### src/rtl/eth_tx_arbiter.sv
// eth_tx_arbiter
// Round-robin arbiter that shares one Ethernet TX byte stream among NUM_REQ
// packet buffers. Frames are passed through byte by byte with valid/ready.
// Frames longer than MAX_LEN are cut, and the rest of the frame is drained.
// An inter-frame gap follows every frame, and each buffer gets a one-cycle
// "packet transmitted" strobe.
module eth_tx_arbiter #(
    parameter int NUM_REQ    = 4,
    parameter int MAX_LEN    = 1518,
    parameter int IFG_CYCLES = 12
) (
    input  logic                 eth_tx_clk,
    input  logic                 eth_rst,
    input  logic [NUM_REQ-1:0]   req_pct_qued,
    input  logic [NUM_REQ*8-1:0] req_data,
    input  logic [NUM_REQ-1:0]   req_valid,
    input  logic [NUM_REQ-1:0]   req_last,
    output logic [NUM_REQ-1:0]   req_ready,
    output logic [7:0]           tx_data,
    output logic                 tx_valid,
    output logic                 tx_last,
    input  logic                 tx_ready,
    output logic [NUM_REQ-1:0]   grant,
    output logic                 busy,
    output logic [NUM_REQ-1:0]   pct_txed,
    output logic                 oversize
);

    localparam int CNT_W = $clog2(MAX_LEN + 1);
    localparam int IFG_W = $clog2(IFG_CYCLES + 1);
    localparam int IDX_W = $clog2(NUM_REQ);

    typedef enum logic [1:0] {
        IDLE,
        XFER,
        DRAIN,
        IFG
    } state_t;

    state_t             r_state;
    state_t             w_nextState;
    logic [NUM_REQ-1:0] r_grant;
    logic [IDX_W-1:0]   r_grantIdx;
    logic [IDX_W-1:0]   r_ptr;
    logic [CNT_W-1:0]   r_byteCount;
    logic [IFG_W-1:0]   r_ifgCount;
    logic [NUM_REQ-1:0] r_pctTxed;
    logic               r_oversize;

    logic               w_found;
    logic [IDX_W-1:0]   w_winner;
    logic [NUM_REQ-1:0] w_winnerOneHot;
    logic [7:0]         w_selData;
    logic               w_selValid;
    logic               w_selLast;
    logic               w_atMax;
    logic               w_handshake;
    logic               w_frameDone;
    logic               w_truncate;

    // The owner's byte lane. The result is used only while in XFER or DRAIN.
    assign w_selData  = req_data[8*r_grantIdx +: 8];
    assign w_selValid = req_valid[r_grantIdx];
    assign w_selLast  = req_last[r_grantIdx];

    assign w_atMax     = (r_byteCount == CNT_W'(MAX_LEN - 1));
    assign w_handshake = (r_state == XFER) && w_selValid && tx_ready;
    // A frame ends on its own last byte. That byte can come in XFER, or after truncation in DRAIN.
    assign w_frameDone = (w_handshake && w_selLast) ||
                         ((r_state == DRAIN) && w_selValid && w_selLast);
    assign w_truncate  = w_handshake && w_atMax && !w_selLast;

    assign w_winnerOneHot = {{(NUM_REQ-1){1'b0}}, 1'b1} << w_winner;

    assign grant    = r_grant;
    assign busy     = (r_state != IDLE);
    assign pct_txed = r_pctTxed;
    assign oversize = r_oversize;

    // Round-robin search: the first pending requester after the last winner, with wrap-around.
    always_comb begin
        w_found  = 1'b0;
        w_winner = '0;
        for (int off = 1; off <= NUM_REQ; off++) begin
            if (!w_found && req_pct_qued[IDX_W'((int'(r_ptr) + off) % NUM_REQ)]) begin
                w_found  = 1'b1;
                w_winner = IDX_W'((int'(r_ptr) + off) % NUM_REQ);
            end
        end
    end

    // FSM next state and the datapath steering decoded from the current state.
    always_comb begin
        w_nextState = r_state;
        tx_data     = 8'h00;
        tx_valid    = 1'b0;
        tx_last     = 1'b0;
        req_ready   = '0;
        case (r_state)
            IDLE: begin
                if (w_found) begin
                    w_nextState = XFER;
                end
            end
            XFER: begin
                tx_data               = w_selData;
                tx_valid              = w_selValid;
                tx_last               = w_selLast || w_atMax;
                req_ready[r_grantIdx] = tx_ready;
                if (w_handshake && w_selLast) begin
                    w_nextState = IFG;
                end else if (w_truncate) begin
                    w_nextState = DRAIN;
                end
            end
            DRAIN: begin
                req_ready[r_grantIdx] = 1'b1;
                if (w_frameDone) begin
                    w_nextState = IFG;
                end
            end
            IFG: begin
                if (r_ifgCount == IFG_W'(IFG_CYCLES - 1)) begin
                    w_nextState = IDLE;
                end
            end
            default: w_nextState = IDLE;
        endcase
    end

    // State register.
    always_ff @(posedge eth_tx_clk or posedge eth_rst) begin
        if (eth_rst) begin
            r_state <= IDLE;
        end else begin
            r_state <= w_nextState;
        end
    end

    // Grant ownership. The pointer moves only when a grant is issued, which keeps the arbitration fair.
    always_ff @(posedge eth_tx_clk or posedge eth_rst) begin
        if (eth_rst) begin
            r_grant    <= '0;
            r_grantIdx <= '0;
            r_ptr      <= IDX_W'(NUM_REQ - 1);
        end else if ((r_state == IDLE) && w_found) begin
            r_grant    <= w_winnerOneHot;
            r_grantIdx <= w_winner;
            r_ptr      <= w_winner;
        end else if (w_frameDone) begin
            r_grant    <= '0;
        end
    end

    // Bytes forwarded in the current frame. Only an accepted byte advances the count.
    always_ff @(posedge eth_tx_clk or posedge eth_rst) begin
        if (eth_rst) begin
            r_byteCount <= '0;
        end else if (r_state != XFER) begin
            r_byteCount <= '0;
        end else if (w_handshake) begin
            r_byteCount <= (w_frameDone || w_truncate) ? '0 : r_byteCount + CNT_W'(1);
        end
    end

    // Inter-frame gap timer. It counts only while in IFG and is cleared on the way out.
    always_ff @(posedge eth_tx_clk or posedge eth_rst) begin
        if (eth_rst) begin
            r_ifgCount <= '0;
        end else if ((r_state == IFG) && (w_nextState == IFG)) begin
            r_ifgCount <= r_ifgCount + IFG_W'(1);
        end else begin
            r_ifgCount <= '0;
        end
    end

    // One-cycle strobes: end-of-packet to the owning buffer, and truncation notice.
    always_ff @(posedge eth_tx_clk or posedge eth_rst) begin
        if (eth_rst) begin
            r_pctTxed  <= '0;
            r_oversize <= 1'b0;
        end else begin
            r_pctTxed  <= w_frameDone ? r_grant : '0;
            r_oversize <= w_truncate;
        end
    end

endmodule

### config.mk
export PLATFORM = sky130hd
export DESIGN_NAME = eth_tx_arbiter
export DESIGN_NICKNAME = d
export VERILOG_FILES = /design/src/rtl/eth_tx_arbiter.sv
export SDC_FILE = /design/constraint.sdc
export NUM_CORES = 1
export LEC_CHECK = 0
export CORE_MARGIN = 2
export CORE_UTILIZATION = 41
export DETAILED_ROUTE_END_ITERATION = 16
export HOLD_SLACK_MARGIN = 0.12
export PLACE_DENSITY = 0.74
export RECOVER_POWER = 50
export SYNTH_ARGS = -nofsm -noshare
export SYNTH_HDL_FRONTEND = slang
export SYNTH_SLANG_ARGS = --single-unit
### constraint.sdc
create_clock -name eth_tx_clk -period 2.8 [get_ports eth_tx_clk]
set_input_delay 0.56 -clock eth_tx_clk [delete_from_list [all_inputs] [get_ports eth_tx_clk]]
set_output_delay 0.56 -clock eth_tx_clk [all_outputs]
set_load 0.01 [all_outputs]
# Yosys cells after proc, flatten, opt, wreduce, memory -nomap -nowiden
# Index checks and enable logic that the tools add are counted.
# word_totals
elab_cells	97
output_inout_bits	24
regBits	30
input_bits	47
# op_classes
n_mux	43
n_eq_ne	7
shifts	2
addsub	6
n_reduce_logical	24
bitwise_logic	1
magnitude_cmp	6
# op_table
cell	count
$mux W11	3
$shiftx A32 B6 Y8	1
$mux W2	9
$mux W1	17
$lt A2 B4 Y1 const B	4
$mux W4	4
$logic_and A1 B1 Y1	13
$bmux W1 S2	6
$add A11 B1 Y11 const B	1
$eq A11 B11 Y1 const B	1
$mux W8	1
$pmux W2 S4	1
$pmux W4 S2	1
$eq A2 B2 Y1 const B	3
$reduce_bool A2 Y1	3
$add A2 B1 Y2 const B	2
$add A2 B2 Y2 const B	2
$add A4 B1 Y4 const B	1
$and A4 B4 Y4	1
$eq A4 B4 Y1 const B	1
$logic_not A1 Y1	4
$shl A1 B2 Y4 const A	1
$logic_or A1 B1 Y1	3
$lt A2 B3 Y1 const B	1
other kinds (5)	5

# Longest topological paths before layout
# Gate-level depths: netlist of the first run.
# depth
ltp_word	19
ltp_mapped	8
ltp_nobuf	7

# Worst setup path before layout of the first run
# OpenSTA, ideal clock, no wires.
# synth_path
path_type	flip-flop to output port
from	register r_grantIdx[0]
to	output port tx_data[2]
n_path_buf	2
required_ns	2.240
path_stages_with_launch	5
t_arrival_ns	1.586
slack_ns	0.654
path_cell_list	dfrtp_1 buf_6 clkbuf_1 mux4_2 and2_1
# synth_between
elab_chain_cells	2
# synth_lines
item	line	rtl
from (decl)	43	logic [IDX_W-1:0] r_grantIdx;
from (signal assigned)	148	r_grantIdx <= w_winner;
$shiftx A32 B6 Y8	62	assign w_selData = req_data[8*r_grantIdx +: 8];
$mux W8	99	case (r_state)
to (decl)	19	output logic [7:0] tx_data,
# Every way passes these cells.

# Final worst setup path of the first run
# layout_path
from	input port req_valid[3]
to	output port tx_valid
# layout_between
elab_chain_cells	3
# layout_lines
item	line	rtl
from (decl)	16	input logic [NUM_REQ-1:0] req_valid,
$bmux W1 S2	63	assign w_selValid = req_valid[r_grantIdx];
$mux W1 (implied by the code)	63	
$mux W1	99	
to (decl)	20	output logic tx_valid,
# Every way passes these cells. The select of a mux whose other input is x is not followed.

==> results of run 1 <==
## state kept, by name, indices dropped and copies added (netlist names)
name,flops
r_state,2
pct_txed,4
r_ptr,2
r_ifgCount,4
grant,4
r_grantIdx,2
oversize,1
r_byteCount,11
## layer usage
metal,GRT usage [%],part of all wire [%]
met3,4.95,4.3
met1,24.6,44
met5,0,0
met2,31.0,51
met4,4.76,0.80
## synth_stat cells, types with 2 or more instances
library cell and count:
sky130_fd_sc_hd__a31o_2 2, sky130_fd_sc_hd__and3_1 2, sky130_fd_sc_hd__dfrtp_1 28, sky130_fd_sc_hd__nor2_1 13, sky130_fd_sc_hd__nor3_1 7, sky130_fd_sc_hd__o32ai_1 3, sky130_fd_sc_hd__o21ai_1 5, sky130_fd_sc_hd__inv_1 14
sky130_fd_sc_hd__or3_1 3, sky130_fd_sc_hd__nand4_1 2, sky130_fd_sc_hd__xnor2_1 2, sky130_fd_sc_hd__a21oi_1 12, sky130_fd_sc_hd__nand2b_1 2, sky130_fd_sc_hd__mux4_2 10, sky130_fd_sc_hd__buf_6 2, sky130_fd_sc_hd__ha_1 9
sky130_fd_sc_hd__o22ai_1 2, sky130_fd_sc_hd__o21ai_0 7, sky130_fd_sc_hd__nor3b_1 2, sky130_fd_sc_hd__clkbuf_1 5, sky130_fd_sc_hd__and2_1 15, sky130_fd_sc_hd__nand2_1 19, sky130_fd_sc_hd__dfstp_2 2, sky130_fd_sc_hd__a21o_1 2
sky130_fd_sc_hd__mux2i_1 4, sky130_fd_sc_hd__nand3_1 11, sky130_fd_sc_hd__nand3b_1 3, sky130_fd_sc_hd__nor2b_1 3
## logic make-up after synthesis
family,after synthesis
buffers and inverters,23
AND/OR/NAND/NOR,90
XOR/XNOR,3
AO/OA/AOI/OAI,41
adder cells (fa/ha/maj),9
multiplexers,14
flip-flops,30
## worst max-delay path: stages
cell and delay (ns):
sky130_fd_sc_hd__clkdlybuf4s50_1 0.43, sky130_fd_sc_hd__mux4_2 0.49, sky130_fd_sc_hd__and2_1 0.17, sky130_fd_sc_hd__clkdlybuf4s50_1 0.48
## per-stage QoR
stage / std cells / power, mW / setup TNS, ns / util (%) / worst slack, ns
after CTS: 354 / 2.31 / 0 / 61.4 / 0.0983
after global routing: 354 / 2.46 / 0 / 61.3 / 0.0238
after floorplan: 210 / 1.47 / 0 / - / 0.654
after global placement: 346 / 1.93 / -0.0332 / 59.5 / -0.0332
final: 354 / 2.27 / 0 / 61.3 / 0.120
after detailed placement: 346 / 1.95 / -0.0659 / 59.5 / -0.0659
## worst max path at each step
stage	start	endpoint	slack, ns	cells after the start
final	req_valid[3]	tx_valid	0.12	4
after global routing	r_state[1]$_DFF_PP0_	req_ready[0]	0.02	6
after CTS	tx_ready	req_ready[0]	0.1	5
after detailed placement	req_last[3]	tx_last	-0.07	5
after global placement	req_last[3]	tx_last	-0.03	5
after floorplan	r_grantIdx[0]$_DFFE_PP0P_	tx_data[2]	0.65	4
## repair_timing
item                                    in CTS  in global routing
resized for setup                            1                  2
hold buffers                                 0                  0
endpoints found under the setup margin       1                  3
gates cloned                                 0                  0
setup buffers                                0                  0
## power breakdown
| group | switching, mW | total, mW | internal (mW) | leakage (nW) |
|---|---|---|---|---|
| clock | 0.155 | 0.355 | 0.200 | 0.0455 |
| sequential | 0.0833 | 0.607 | 0.523 | 0.400 |
| combinational | 0.645 | 1.31 | 0.667 | 0.784 |
| total | 0.883 | 2.27 | 1.39 | 1.23 |
## area by class of cell
cell class	instances	area [sq um]	area share [%]
multi-input cells	157	1180	40.6
flip-flops and latches	30	753	25.8
repair buffers	78	752	25.8
clock buffers	8	90.1	3.09
well taps	67	83.8	2.88
inverters	14	52.6	1.80
==> results.md, run 1 <==
- Most area-consuming cells after synthesis: sky130_fd_sc_hd__dfrtp_1 (34%), sky130_fd_sc_hd__mux4_2 (11%), sky130_fd_sc_hd__ha_1 (5.5%)
- Yosys top cell area share: approximately a third
- Worst min-delay path category: reg -> reg
- Total wire length: 5030 um
- Cell count of the worst hold path: 1
- Register bit total from synthesis: 30
- Count of unresolved DRC violations after routing: 0
- Initial antenna violation count: 0
- Number of flops mapped to enable cells by yosys: 0
- Routed length per instance: 14.2 um
- Final HPWL from detailed placement: between 3000 and 4000 um
- Synthesized area per cell: 9.74 sq um
- Highest Clock Rate: between 300 and 400 MHz
- Pins Over Slew Limit: 31
- Most frequently used flop master after synthesis: sky130_fd_sc_hd__dfrtp_1
- Aggregate global routing overflow: 0
- Pin count of the biggest net entering global routing: 31
- Cell variety after synth: 47
- Transition time at the pin with the least slew margin: 1.64 ns
- Share of the synthesized area in compound gates (AO/OA/AOI/OAI): 14.0%
- Count of final hold-check violations: 0
- Worst hold endpoint: pct_txed[3]$_DFF_PP0_
- Hold wc startpoint: grant[3]$_DFFE_PP0P_
- RSZ-0062 raised after global routing: false
- Die height: 74.6 um
- Router iterations before antenna repair: 4
- Largest voltage drop on the vdd net: ~0.00048 V
- Yosys synthesis warning count: 0
- Netlist Area Pre-Place: 2040 sq um
- Number of design-rule violations left by the first detailed-router iteration: 84
- Static leakage: 1.23 nW
- Arithmetic-cell share of the synthesized area counting full adders, half adders and majority gates: under 10%
- Violations in the final reports: capacitance limit, slew limit
- Worst hold-check slack: 0.510 ns
- Fin crit period: 2.68 ns
- Worst r2r src: r_state[1]$_DFF_PP0_
- Area delta synth->final: 42.6%
- Length in cells of the worst reg-to-reg path: 8
- Via count of the first global-routing pass: approximately 1800
- Largest fanout on the critical path: 2
- Number of nets in the synthesized netlist: 266
- Multiplexer share of the synthesized area: 13.0%
- Cell taking the most area after synthesis: sky130_fd_sc_hd__dfrtp_1
- Total via count in the routed design: between 1500 and 2000
- CP Launch Type: primary input
- Classification of the worst setup path: in -> out
- Max_slew headroom: -9.60%
- Clock net sink count: 30
- Htree depth: 2
- Placeable core region: 4750 sq um
- Result of the run: complete, but fails checks
- First-pass GRT wire length: about 8000 um
- Tcrit/Tclk final: 95.7%
- Critical path data arrival time: 2.12 ns
- Final number of setup-violating endpoints: 0
- Setup skew after layout: 0.0136 ns
- Maximum number of buffers from clock root to sink: 2
- TritonCTS buffer count: 5
- Crit path capture type: output pin
- PD cells: just under 800 nW/um^2
- Sequential fraction of the synthesis area: ~37%
- Final nets: 342
- Worst skew pair latency: 0.28 ns
- DIE WIDTH: 74.6 um
- Share of layout cells above drive strength 1: between 10% and 20%
- Register-to-register path setup slack: 0.44 ns
- Boundary Pins: 71
- Placer Congestion: 0.792
- Total Die Area: 5570 sq um
- Cell area after layout: 2920 sq um
- Starting utilization of the core area: between 40% and 50%
- Clock tree from TritonCTS: built
- Number of nets with antenna violations after routing: 0
- Clock slew at the register clock pins of the worst setup and hold paths: 0.06 ns
- Most frequent cells in the layout: sky130_fd_sc_hd__clkdlybuf4s50_1 (58), sky130_fd_sc_hd__dfrtp_1 (28), sky130_fd_sc_hd__nand2_1 (19)
- Fraction of the mapped netlist area in simple logic gates: a little under a quarter
- Commonest non-fill, non-tap cell in the layout: sky130_fd_sc_hd__clkdlybuf4s50_1
- Input/output buffers: 70
- Gate count of the mapped netlist: 210
- Number of maximum-capacitance constraint violations: 1
- Placed standard-cell area: 2830 sq um
- Cell row count: 25
- Average via count per standard cell: between 5 and 6
- Combined global-route utilization of all metal layers: 18.7%
- Crit path required time: around 2.2 ns
- Capturing point of the worst reg2reg path: r_ifgCount[2]$_DFF_PP0_
- Dominant combinational cell family by area after synthesis: simple AND/OR/NAND/NOR gates
- Post-Synth XOR/XNOR Area: 1.29%
- N_diodes: 0
- Filler cells: 430
- Share of async-settable or async-resettable flops after synthesis: 100%
- CTS Root Cell: sky130_fd_sc_hd__clkbuf_8
No activity file was read; power rests on OpenSTA's default activity.
==> run 2, diff against run 1 <==
- CTS_CLUSTER_DIAMETER: not set -> 60
- RECOVER_POWER: 50 -> not set
==> run 2 against run 1 <==
The run now ends clean. Core utilization grew 0.16 points. Worst hold slack improved by 0.0073 ns. Non-clock buffer count unchanged. Worst setup slack improved by 0.0015 ns. Sequential power hardly changed. Largest cell class unchanged. Largest power group unchanged.
==> results.md, run 2 (synthesis results as in run 1) <==
- Tcrit/Tclk final: 95.7% (about the same)
- Count of final hold-check violations: 0 (unchanged)
- DIE WIDTH: 74.6 um (unchanged)
- Total via count in the routed design: 1809 (was 1807)
- Most frequent cells in the layout: sky130_fd_sc_hd__clkdlybuf4s50_1 (69), sky130_fd_sc_hd__dfrtp_1 (28), sky130_fd_sc_hd__nand2_1 (19) (was sky130_fd_sc_hd__clkdlybuf4s50_1 (58), sky130_fd_sc_hd__dfrtp_1 (28), sky130_fd_sc_hd__nand2_1 (19))
- Number of maximum-capacitance constraint violations: 0 (was 1)
- Combined global-route utilization of all metal layers: 18.7% (unchanged)
- Chain of cells forming the critical path: clkdlybuf4s50_1 -> mux4_2 -> and2_1 -> clkdlybuf4s50_1 (unchanged)
- Number of nets with antenna violations after routing: 0 (unchanged)
- CP Launch Type: primary input (unchanged)
- Max_slew headroom: 61.5% (was -9.60%)
- Worst min-delay path category: reg -> reg (unchanged)
- Maximum number of buffers from clock root to sink: 2 (unchanged)
- Average via count per standard cell: 5.11 (was 5.10)
- Met2 track utilization from global routing: 31.0% (unchanged)
- Boundary Pins: 71 (unchanged)
- Crit path depth: 4 (unchanged)
- Aggregate global routing overflow: 0 (unchanged)
- Placed standard-cell area: 2830 sq um (unchanged)
- Total wire length: 5040 um (was 5030 um)
- Number of design-rule violations left by the first detailed-router iteration: 85 (was 84)
- Via count of the first global-routing pass: 1759 (unchanged)
- Classification of the worst setup path: in -> out (unchanged)
- Setup skew after layout: 0.0137 ns (was 0.0136 ns)
- Worst skew pair latency: 0.28 ns (about the same)
- Area delta synth->final: 43.0% (was 42.6%)
- Total negative slack for setup checks: 0 ns (unchanged)
- Static leakage: 1.21 nW (was 1.23 nW)
- Placer Congestion: 0.792 (unchanged)
- Fin crit period: 2.68 ns (about the same)
- Transition time at the pin with the least slew margin: 0.576 ns (was 1.64 ns)
- Highest Clock Rate: 373 MHz (about the same)
- Combined buffer and inverter count along the critical path: 2 (unchanged)
- RSZ-0062 raised after global routing: false (unchanged)
- Routed length per instance: 14.2 um (about the same)
- N_diodes: 0 (unchanged)
- Result of the run: complete, no violations (was complete, but fails checks)
- Critical path data arrival time: 2.12 ns (about the same)
- Worst hold-check slack: 0.517 ns (was 0.510 ns)
- Starting utilization of the core area: 43.0% (unchanged)
- Final nets: 342 (unchanged)
- Flip-flop count of the largest register, all copies and words added: 11 (unchanged)
- Cell row count: 25 (unchanged)
- Routing usage on met3: 4.95% (unchanged)
- Crit-path most repeated cell: sky130_fd_sc_hd__clkdlybuf4s50_1 (unchanged)
- Share of layout cells above drive strength 1: 12.9% (was 12.2%)
- Commonest non-fill, non-tap cell in the layout: sky130_fd_sc_hd__clkdlybuf4s50_1 (unchanged)
- Register bank with the most flops: r_byteCount (unchanged)
- Largest voltage drop on the vdd net: 0.000486 V (was 0.000481 V)
- Crit path capture type: output pin (unchanged)
- Initial antenna violation count: 0 (unchanged)
- Critical path's slowest cell: sky130_fd_sc_hd__mux4_2 (unchanged)
- Gate family responsible for the most delay along the worst path: buffers and inverters (unchanged)
- Input/output buffers: 70 (unchanged)
- Cell area after layout: 2920 sq um (about the same)
- Router iterations before antenna repair: 4 (unchanged)
- First-pass GRT wire length: 8040 um (unchanged)
- Cell count of the worst hold path: 1 (unchanged)
- Count of unresolved DRC violations after routing: 0 (unchanged)
- Largest fanout on the critical path: 2 (unchanged)
- Clock tree from TritonCTS: built (unchanged)
- Clock slew at the register clock pins of the worst setup and hold paths: 0.06 ns (about the same)
- Clock net sink count: 30 (unchanged)
- Pin count of the biggest net entering global routing: 31 (unchanged)
- Worst path max stage delay: 0.49 ns (about the same)
- Met1 global-route usage: 24.6% (unchanged)
- Length in cells of the worst reg-to-reg path: 8 (unchanged)
- Placeable core region: 4750 sq um (unchanged)
- Htree depth: 2 (unchanged)
- Total Die Area: 5570 sq um (unchanged)
- Pins Over Slew Limit: 0 (was 31)
- CTS Root Cell: sky130_fd_sc_hd__clkbuf_8 (unchanged)
- PD cells: 785 nW/um^2 (was 780 nW/um^2)
- TritonCTS buffer count: 5 (unchanged)
- Final number of setup-violating endpoints: 0 (unchanged)
- Final HPWL from detailed placement: 3870 um (unchanged)
- Crit path required time: 2.24 ns (about the same)
- Die height: 74.6 um (unchanged)
- Layer with the highest usage after global routing: met2 (unchanged)
[run 2: changes by cell type in the layout (fill, tap and decap cells not counted)]
cell and change:
sky130_fd_sc_hd__buf_4 +2, sky130_fd_sc_hd__clkbuf_1 -2, sky130_fd_sc_hd__dlygate4sd3_1 -11, sky130_fd_sc_hd__clkdlybuf4s50_1 +11
[run 2: final cells by class]
type	instances	area, sq um
timing repair buffer	78	759
multi-input combinational	157	1180
clock buffer	8	90.1
fill	431	1830
sequential	30	753
tap	67	83.8
inverter	14	52.6
[run 2: worst paths after layout]
kind                                            from                         end  slack (ns)
worst max-delay path                    req_valid[3]                    tx_valid        0.12
worst min-delay path            grant[3]$_DFFE_PP0P_       pct_txed[3]$_DFF_PP0_        0.52
worst max register to register  r_state[1]$_DFF_PP0_     r_ifgCount[2]$_DFF_PP0_        0.44
worst min register to register  grant[3]$_DFFE_PP0P_       pct_txed[3]$_DFF_PP0_        0.52
max in group asynchronous                    eth_rst        r_ptr[1]$_DFFE_PP1P_        1.82
min in group asynchronous                    eth_rst  r_byteCount[6]$_DFFE_PP0P_        0.65
[run 2: repair_timing]
| item | 4_1_cts | 5_1_grt |
|---|---|---|
| setup endpoints to repair | 1 | 3 |
| hold buffers | 0 | 0 |
| gates resized for setup | 1 | 2 |
| endpoints found under the hold margin | 0 | 0 |
| setup buffers | 0 | 0 |
[run 2: power by group]
part	switching (mW)	total (mW)	internal, mW
clock	0.156	0.356	0.200
combinational	0.647	1.33	0.684
sequential	0.0843	0.608	0.523
[run 2: per-layer routing]
layer | wire, um | share of wire (%) | vias to the layer above
met3 | 218 | 4.3 | 7
met1 | 2230 | 44 | 852
met4 | 53 | 1.1 | 0
met5 | 0 | 0 | -
li1 | - | - | 909
met2 | 2540 | 50 | 41
[run 2: stage by stage]
stage               total power, mW  util (%)  setup slack, ns  std cells
global placement               1.93      59.5          -0.0332        346
detailed placement             1.95      59.5          -0.0659        346
global route                   2.48      61.5           0.0238        354
CTS                            2.31      61.4           0.0983        354
finish                         2.29      61.5            0.122        354
floorplan                      1.47         -            0.654        210
==> run 3, diff against run 2 <==
- ABC_CLOCK_PERIOD_IN_PS: not set -> 3250
- CAP_MARGIN: not set -> 20
- clock period: 2.8 -> 3.25 ns (I/O delays scaled with it)
==> run 3 against run 2 <==
Die area stayed put. Power is 14% lower. Via count is 2.0% higher. Critical path depth is 1 higher. Sequential share of layout area is 0.089 points higher. Design area is 0.34% lower. First-iteration DRC count is 28% higher. Critical path type unchanged. Critical endpoint is now tx_last. Largest cell class unchanged. Largest power group unchanged. Highest routed layer unchanged.
==> results.md, run 3 (synthesis results as in run 1) <==
- Result of the run: complete, no violations (unchanged)
- Cell row count: 25 (unchanged)
- N_diodes: 0 (unchanged)
- Largest fanout on the critical path: 2 (unchanged)
- Crit-path most repeated cell: sky130_fd_sc_hd__clkdlybuf4s50_1 (unchanged)
- Die height: 74.6 um (unchanged)
- Tcrit/Tclk final: 94.4%
- Combined buffer and inverter count along the critical path: 2 (unchanged)
- Register bank with the most flops: r_byteCount (unchanged)
- Clock net sink count: 30 (unchanged)
- Total of cells resized after clock tree synthesis: 0 (was 1)
- Final number of setup-violating endpoints: 0 (unchanged)
- Count of unresolved DRC violations after routing: 0 (unchanged)
- Largest voltage drop on the vdd net: 0.000494 V (was 0.000486 V)
- Transition time at the pin with the least slew margin: 0.556 ns (was 0.576 ns)
- Total via count in the routed design: 1846 (was 1809)
- First-pass GRT wire length: 7820 um (was 8040 um)
- Total negative slack for setup checks: 0 ns (unchanged)
- Number of design-rule violations left by the first detailed-router iteration: 109 (was 85)
- Placer Congestion: 0.747 (was 0.792)
- Classification of the worst setup path: in -> out (unchanged)
- Static leakage: 1.20 nW (was 1.21 nW)
- Worst skew pair latency: 0.28 ns (about the same)
- Average via count per standard cell: 5.23 (was 5.11)
- Number of nets with antenna violations after routing: 0 (unchanged)
- Router iterations before antenna repair: 4 (unchanged)
- Crit path capture type: output pin (unchanged)
- Initial antenna violation count: 0 (unchanged)
- Count of final hold-check violations: 0 (unchanged)
- Crit path required time: 2.60 ns (was 2.24 ns)
- Worst path max stage delay: 0.49 ns (about the same)
- Hold-fix buffer count after cts: 0 (unchanged)
- Highest Clock Rate: 326 MHz
- DIE WIDTH: 74.6 um (unchanged)
- Worst min-delay path category: reg -> reg (unchanged)
- Pins Over Slew Limit: 0 (unchanged)
- Share of layout cells above drive strength 1: 12.2% (was 12.9%)
- Cell area after layout: 2910 sq um (was 2920 sq um)
- Placeable core region: 4750 sq um (unchanged)
- PD cells: 677 nW/um^2 (was 785 nW/um^2)
- Gate family responsible for the most delay along the worst path: buffers and inverters (unchanged)
- RSZ-0062 raised after global routing: false (unchanged)
- Combined global-route utilization of all metal layers: 18.3% (was 18.7%)
- Htree depth: 2 (unchanged)
- Critical path's slowest cell: sky130_fd_sc_hd__mux4_2 (unchanged)
- Post-CTS setup repair buffer count: 0 (unchanged)
- Commonest non-fill, non-tap cell in the layout: sky130_fd_sc_hd__clkdlybuf4s50_1 (unchanged)
- Via count of the first global-routing pass: 1778 (was 1759)
- Critical path data arrival time: 2.42 ns (was 2.12 ns)
- Placed standard-cell area: 2820 sq um (was 2830 sq um)
- Clock slew at the register clock pins of the worst setup and hold paths: 0.06 ns (about the same)
- Aggregate global routing overflow: 0 (unchanged)
- Overall power consumption: 1.97 mW (was 2.29 mW)
- Final nets: 341 (was 342)
- Area delta synth->final: 42.5% (was 43.0%)
- Flip-flop count of the largest register, all copies and words added: 11 (unchanged)
- Input/output buffers: 70 (unchanged)
- Pin count of the biggest net entering global routing: 31 (unchanged)
- CTS Root Cell: sky130_fd_sc_hd__clkbuf_8 (unchanged)
- Max_slew headroom: 62.6% (was 61.5%)
- Total Die Area: 5570 sq um (unchanged)
- Starting utilization of the core area: 43.0% (unchanged)
- Number of maximum-capacitance constraint violations: 0 (unchanged)
- TritonCTS buffer count: 5 (unchanged)
- Setup skew after layout: 0.00552 ns (was 0.0137 ns)
- Routed length per instance: 14.0 um (was 14.2 um)
- Clock tree from TritonCTS: built (unchanged)
- Total wire length: 4960 um (was 5040 um)
- Final HPWL from detailed placement: 3800 um (was 3870 um)
- Chain of cells forming the critical path: clkdlybuf4s50_1 -> mux4_2 -> a41o_1 -> and2_1 -> clkdlybuf4s50_1 (was clkdlybuf4s50_1 -> mux4_2 -> and2_1 -> clkdlybuf4s50_1)
- Fin crit period: 3.07 ns
- Maximum number of buffers from clock root to sink: 2 (unchanged)
- CP Launch Type: primary input (unchanged)
- Most frequent cells in the layout: sky130_fd_sc_hd__clkdlybuf4s50_1 (70), sky130_fd_sc_hd__dfrtp_1 (28), sky130_fd_sc_hd__nand2_1 (19) (was sky130_fd_sc_hd__clkdlybuf4s50_1 (69), sky130_fd_sc_hd__dfrtp_1 (28), sky130_fd_sc_hd__nand2_1 (19))
- Boundary Pins: 71 (unchanged)
run 3: cell types whose count changed in the layout (fill, tap and decap cells not counted), sizes merged:
cell,delta
clkbuf,-1
buf,-1
clkinv,+1
dlygate4sd2,-1
clkdlybuf4s50,+1
run 3: stage by stage:
step                      hold WS, ns  utilization [%]  instances  setup WS [ns]
after global routing            0.542             61.3        353          0.136
after floorplan                 0.488                -        210          0.981
after CTS                       0.511             61.3        353          0.183
after detailed placement        0.499             59.3        345          0.185
after global placement          0.498             59.3        345          0.236
final                           0.506             61.3        353          0.182
run 3: power breakdown:
part           switching, mW  internal, mW
sequential            0.0711         0.451
clock                  0.138         0.171
combinational          0.552         0.591
run 3: cell type report:
cell class	instances	area (sq um)
repair buffers	77	753
well taps	67	83.8
multi-input cells	157	1180
clock inverters	1	5.00
fillers	434	1840
inverters	14	52.6
flip-flops and latches	30	753
clock buffers	7	86.3
run 3: final timing paths:
path / startpoint / end / slack [ns] / cells past startpoint
worst max-delay path: req_last[0] / tx_last / 0.18 / 5
worst min-delay path: grant[3]$_DFFE_PP0P_ / pct_txed[3]$_DFF_PP0_ / 0.51 / 1
worst max register to register: r_state[1]$_DFF_PP0_ / r_ifgCount[2]$_DFF_PP0_ / 0.87 / 8
worst min register to register: grant[3]$_DFFE_PP0P_ / pct_txed[3]$_DFF_PP0_ / 0.51 / 1
max in group asynchronous: eth_rst / r_ptr[1]$_DFFE_PP1P_ / 2.19 / 3
min in group asynchronous: eth_rst / r_byteCount[0]$_DFFE_PP0P_ / 0.74 / 3
run 3: per-layer routing:
layer / global-route usage (%) / up-vias / share of wire [%]
li1: - / 910 / -
met1: 23.5 / 899 / 45
met2: 30.6 / 35 / 50
met3: 4.02 / 2 / 4.0
met4: 6.75 / 0 / 0.73
met5: 0 / - / 0
